`config.mk`:
```
export PLATFORM = sky130hd
export DESIGN_NAME = mult_div_unit
export DESIGN_NICKNAME = d
export VERILOG_FILES = /design/src/rtl/mult_div_unit_pkg.sv /design/src/rtl/mult_div_unit.sv
export SDC_FILE = /design/constraint.sdc
export NUM_CORES = 1
export LEC_CHECK = 0
export CORE_MARGIN = 2
export CORE_UTILIZATION = 30
export DETAILED_ROUTE_END_ITERATION = 10
export PLACE_DENSITY = 0.45
export SYNTH_ARGS = -nofsm -noshare
export SYNTH_HDL_FRONTEND = slang
export SYNTH_SLANG_ARGS = --single-unit
```
`constraint.sdc`:
```
create_clock -name clock -period 4.3 [get_ports clock]
set_input_delay 0.43 -clock clock [delete_from_list [all_inputs] [get_ports clock]]
set_output_delay 0.43 -clock clock [all_outputs]
set_load 0.02 [all_outputs]
```
`src/rtl/mult_div_unit_pkg.sv`:
```
// Shared encodings for the iterative multiply/divide unit: opcode and FSM state
// enums plus small opcode decode helpers.
package mult_div_unit_pkg;

  typedef enum logic [1:0] {
    OP_MULT  = 2'b00,
    OP_MULTU = 2'b01,
    OP_DIV   = 2'b10,
    OP_DIVU  = 2'b11
  } op_e;

  typedef enum logic [1:0] {
    S_IDLE = 2'b00,
    S_RUN  = 2'b01,
    S_FIX  = 2'b10
  } state_e;

  function automatic logic op_is_signed(input op_e op);
    return (op == OP_MULT) || (op == OP_DIV);
  endfunction

  function automatic logic op_is_div(input op_e op);
    return (op == OP_DIV) || (op == OP_DIVU);
  endfunction

endpackage

```
`src/rtl/mult_div_unit.sv`:
```
// Iterative MULT/MULTU/DIV/DIVU engine owning the architectural HI/LO registers.
// Operands are reduced to magnitudes at start; sign is restored in the FIX cycle.
module mult_div_unit
  import mult_div_unit_pkg::*;
#(
  parameter int WIDTH = 32
) (
  input  logic             clock,
  input  logic             reset,
  input  logic             start,
  input  logic [1:0]       op,
  input  logic [WIDTH-1:0] a,
  input  logic [WIDTH-1:0] b,
  input  logic             hi_we,
  input  logic             lo_we,
  output logic             busy,
  output logic             done,
  output logic             div_zero,
  output logic [WIDTH-1:0] hi,
  output logic [WIDTH-1:0] lo
);

  localparam int CNT_W = $clog2(WIDTH);
  localparam logic [CNT_W-1:0] LAST_ITER = CNT_W'(WIDTH - 1);

  function automatic logic [WIDTH-1:0] abs_val(input logic [WIDTH-1:0] x);
    return x[WIDTH-1] ? -x : x;
  endfunction

  state_e             state;
  state_e             next_state;
  logic [CNT_W-1:0]   counter;
  logic               is_div_q;
  logic               neg_q;
  logic               neg_r;
  logic               zero_div_q;
  logic [WIDTH-1:0]   operand_b;
  logic [2*WIDTH-1:0] work;

  op_e              op_sel;
  logic             signed_op;
  logic             div_op;
  logic [WIDTH-1:0] a_mag;
  logic [WIDTH-1:0] b_mag;

  assign op_sel    = op_e'(op);
  assign signed_op = op_is_signed(op_sel);
  assign div_op    = op_is_div(op_sel);
  assign a_mag     = signed_op ? abs_val(a) : a;
  assign b_mag     = signed_op ? abs_val(b) : b;

  // For multiply, work = {partial product high, remaining multiplier bits};
  // for divide, work = {partial remainder, dividend bits becoming quotient}.
  logic [WIDTH:0]     mult_sum;
  logic [WIDTH:0]     div_shift;
  logic [WIDTH:0]     div_diff;
  logic               div_ok;
  logic [2*WIDTH-1:0] work_next;

  always_comb begin
    mult_sum  = {1'b0, work[2*WIDTH-1:WIDTH]} + {1'b0, (work[0] ? operand_b : {WIDTH{1'b0}})};
    div_shift = {work[2*WIDTH-1:WIDTH], work[WIDTH-1]};
    div_diff  = div_shift - {1'b0, operand_b};
    div_ok    = ~div_diff[WIDTH];
    if (is_div_q)
      work_next = {(div_ok ? div_diff[WIDTH-1:0] : div_shift[WIDTH-1:0]), work[WIDTH-2:0], div_ok};
    else
      work_next = {mult_sum, work[WIDTH-1:1]};
  end

  logic [2*WIDTH-1:0] mult_result;
  logic [WIDTH-1:0]   quot_result;
  logic [WIDTH-1:0]   rem_result;

  always_comb begin
    mult_result = neg_q ? -work : work;
    quot_result = neg_q ? -work[WIDTH-1:0] : work[WIDTH-1:0];
    rem_result  = neg_r ? -work[2*WIDTH-1:WIDTH] : work[2*WIDTH-1:WIDTH];
  end

  always_ff @(posedge clock) begin
    if (reset)
      state <= S_IDLE;
    else
      state <= next_state;
  end

  // Division by zero skips the iteration phase entirely.
  always_comb begin
    next_state = state;
    case (state)
      S_IDLE: begin
        if (start)
          next_state = (div_op && (b == '0)) ? S_FIX : S_RUN;
      end
      S_RUN: begin
        if (counter == LAST_ITER)
          next_state = S_FIX;
      end
      S_FIX:   next_state = S_IDLE;
      default: next_state = S_IDLE;
    endcase
  end

  always_comb begin
    busy = (state != S_IDLE);
  end

  always_ff @(posedge clock) begin
    if (reset) begin
      counter    <= '0;
      is_div_q   <= 1'b0;
      neg_q      <= 1'b0;
      neg_r      <= 1'b0;
      zero_div_q <= 1'b0;
      operand_b  <= '0;
      work       <= '0;
    end else begin
      case (state)
        S_IDLE: begin
          if (start) begin
            counter    <= '0;
            is_div_q   <= div_op;
            neg_q      <= signed_op & (a[WIDTH-1] ^ b[WIDTH-1]);
            neg_r      <= signed_op & a[WIDTH-1];
            zero_div_q <= div_op && (b == '0);
            if (div_op) begin
              operand_b <= b_mag;
              work      <= {{WIDTH{1'b0}}, a_mag};
            end else begin
              operand_b <= a_mag;
              work      <= {{WIDTH{1'b0}}, b_mag};
            end
          end
        end
        S_RUN: begin
          work    <= work_next;
          counter <= counter + CNT_W'(1);
        end
        default: ;
      endcase
    end
  end

  // Architectural writes from MTHI/MTLO only land while idle; FIX owns them otherwise.
  always_ff @(posedge clock) begin
    if (reset) begin
      hi       <= '0;
      lo       <= '0;
      done     <= 1'b0;
      div_zero <= 1'b0;
    end else begin
      done     <= (state == S_FIX);
      div_zero <= (state == S_FIX) && zero_div_q;
      if (state == S_IDLE) begin
        if (hi_we)
          hi <= a;
        if (lo_we)
          lo <= a;
      end else if ((state == S_FIX) && !zero_div_q) begin
        if (is_div_q) begin
          lo <= quot_result;
          hi <= rem_result;
        end else begin
          {hi, lo} <= mult_result;
        end
      end
    end
  end

endmodule

```
==> key figures <==
Outcome
  – Status: finished, final reports clean

Synth
  – Post-Syn Nets: 2121
  – Synth area leaders: dfxtp_1, a21oi_1, nor2_1
  – Commonest register cell after synthesis: dfxtp_1
  – Mux cell area share after synthesis: around 4.3%
  – Cell Area, Synth: 14400 um^2
  – Cell with the most instances after synthesis: nor2_1
  – Sequential area share after synthesis: 24.0%
  – FFs w/ async S/R, synth: 0%
  – Most frequent cells after synthesis: nor2_1, a21oi_1, nand2_1, dfxtp_1, o21ai_0
  – Synth area leader: dfxtp_1
  – Post-Synthesis Cells: 1978
  – XOR/XNOR Fraction of Synth Area: a little over 10%
  – Simple-Gate Fraction of Synth Area: approximately a fifth
  – Largest family of logic cells by synthesized area: compound AO/OA/AOI/OAI gates
  – Yosys top cell area share: 24.0%
  – Compound-Gate Fraction of Synth Area: approximately 29%
  – #FFs+latches synth: 173
  – Adder-cell share of the synthesized area: between 6 and 7%
  – Synthesis Warnings: 0
  – Number of synthesized flops with an enable pin: 0
  – Average instance area after synthesis: 7.29 um^2
  – Post-synth cell types: 74

Timing
  – RSZ-0062 raised after global routing: no
  – Rel. slew slack: 19.2%
  – Worst Max-Slew Pin Slew: between 1000 and 1500 ps
  – Ratio of final minimum period to clock period: slightly below 100%
  – Fin. Hold Viols: 0
  – Final worst slack: about 110 ps
  – # setup viols final: 0
  – Max frequency: between 0.2 and 0.25 GHz
  – Crit path time final: around 4200 ps
  – Final TNS setup: 0 ps
  – Max-slew violations: 0
  – Worst Skew: roughly 11 ps

Job
  – Max-cap violation count: 0

Clocking
  – Clk buf depth: 2
  – Clock slew at reported path FFs: 70 ps
  – Cts bufs inserted: 17
  – Clk_lat worst skew: ~470 ps
  – Htree depth: 4
  – CTS tree: done
  – Post-CTS Setup Bufs: 0
  – Clock root cell: clkbuf_16
  – CTS sink cnt: approximately 170

Power
  – Total power: roughly 0.0055 W
  – Pwr Density: 320 nW/um^2
  – Pleak: 6.67 nW
  – Peak supply drop: ~0.28 mV

Placement
  – Post-Place Cell Area: around 17000 um^2
  – Pre-CTS worst setup slack: around 14 ps
  – Port buffer count: between 100 and 150
  – Gpl congestion: 0.903
  – Post-detail-place hpwl: a little over 50 mm

Layout
  – Design area: 17300 um^2
  – Share of cells above drive strength 1: 7.09%
  – Nets: between 2000 and 2500
  – Layout fillers: just over 5000
  – Inserted Diodes: 0
  – P&R area growth vs syn: 20.1%

Detailed routing
  – WL/cell: roughly 24 um
  – DR DRC count: 0
  – Iter 0 DRT Violations: between 1500 and 2000
  – Final WL: ~65 mm
  – DR pass1 iterations: 5
  – Vias: between 15000 and 20000
  – Vias per inst: between 5 and 6
  – Antenna Nets Post-Route: 0

Floorplanning
  – IO Pins: between 100 and 150
  – Die extent in y: between 200 and 250 um
  – Initial core utilization: a little under a third
  – Row Count: 80
  – Die X: about 220 um
  – Core region area: between 40000 and 50000 um^2
  – Total die area: between 40000 and 50000 um^2

Worst setup path
  – Crit-path max cell delay: 590 ps
  – Worst setup path category: register to register
  – CP max-delay cell: dfxtp_1
  – Critical Path, Cell by Cell: inv_1 > buf_12 > nor2_1 > ha_1 > o211a_1 > o31ai_1 > a21boi_0 > o2111ai_2 > o21ai_0 > buf_4 > a211oi_1 > buf_4 > o21ai_0 > xnor2_1 > a221o_1
  – CP Buf/Inv Count: 4
  – Startpoint types: register
  – Critical Path Sink Type: register
  – Data required, critical path: 4650 ps
  – Maximum fanout along the worst path: 28
  – Largest delay share family, worst path: compound AO/OA/AOI/OAI gates
  – Critical path arrival: between 4000 and 5000 ps

Global route
  – Global-route wire length before repair: 96.3 mm
  – Pin count of the biggest net entering global routing: 70
  – Total track usage: between 20% and 30%
  – Vias in the first global route: 14700
  – Initial antenna violation count: 0
  – Total gr overflow: 0

Worst hold path
  – Type of the worst min-delay path: primary input to register
[repair_timing]
item                       CTS  global route
gates cloned                 0             0
setup endpoints to repair    1             2
resized for setup            1             1
hold buffers                 0             0
[worst paths after layout]
| path | from | to | slack [ps] | depth (start not counted) |
|---|---|---|---|---|
| min | reset | operand_b[18] | 380 | 2 |
| max reg2reg | work[0] | work[61] | 110 | 15 |
| min reg2reg | operand_b[6] | operand_b[6] | 450 | 2 |
| max | work[0] | work[61] | 110 | 15 |
[sequential cells by signal, indices dropped and copies added (netlist names), 2 cells and up]
register,count
lo,32
hi,32
work,64
operand_b,32
counter,5
state,2
[cell usage in the layout (no fill, tap or decap), types with 82 or more instances in the layout]
cell,count
dfxtp_1,172
a211oi_1,86
buf_4,82
a21oi_1,200
o21ai_0,129
nand2_1,173
nor2_1,244
xnor2_1,89
clkdlybuf4s50_1,135
[metal layers]
layer | global-route usage [%] | part of all wire (%) | vias up
met2 | 39.2 | 43 | 586
met5 | 0 | 0 | -
li1 | - | - | 7386
met4 | 9.08 | 3.0 | 0
met3 | 3.31 | 6.4 | 71
met1 | 37.6 | 48 | 7461
[logic make-up after synthesis]
group	after synthesis
AO/OA/AOI/OAI	659
XOR/XNOR	169
adder cells (fa/ha/maj)	72
buffers and inverters	209
flip-flops	173
multiplexers	61
AND/OR/NAND/NOR	635
[worst register-to-register path: stages (launching register included)]
cell and delay [ps]:
dfxtp_1 590, inv_1 300, buf_12 260, nor2_1 210, ha_1 250, o211a_1 170
o31ai_1 80, a21boi_0 420, o2111ai_2 310, o21ai_0 440, buf_4 200, a211oi_1 60
buf_4 150, o21ai_0 200, xnor2_1 110, a221o_1 330
[through the flow]
| stage | util (%) | hold slack [ps] | std cells |
|---|---|---|---|
| floorplan | - | 432 | 1978 |
| global placement | 35.1 | 441 | 2687 |
| detailed placement | 35.1 | 445 | 2687 |
| CTS | 36.3 | 370 | 2716 |
| global route | 36.4 | 393 | 2716 |
| finish | 36.4 | 382 | 2716 |
[final cells by class]
type | count | area, um^2 | share of cell area (%)
Clock buffer | 22 | 474 | 2.74
Tap cell | 615 | 769 | 4.44
Multi-Input combinational cell | 1596 | 10200 | 58.8
Inverter | 82 | 308 | 1.78
Clock inverter | 7 | 90.1 | 0.520
Timing Repair Buffer | 221 | 2030 | 11.7
Sequential cell | 173 | 3460 | 20.0
[power by group]
part           switching [W]  internal [W]  leakage, nW
combinational        0.00128      0.000756         4.98
sequential          0.000144       0.00174         1.42
clock               0.000727      0.000889        0.274
total                0.00215       0.00339         6.67
(Power assumes the default switching activity.)
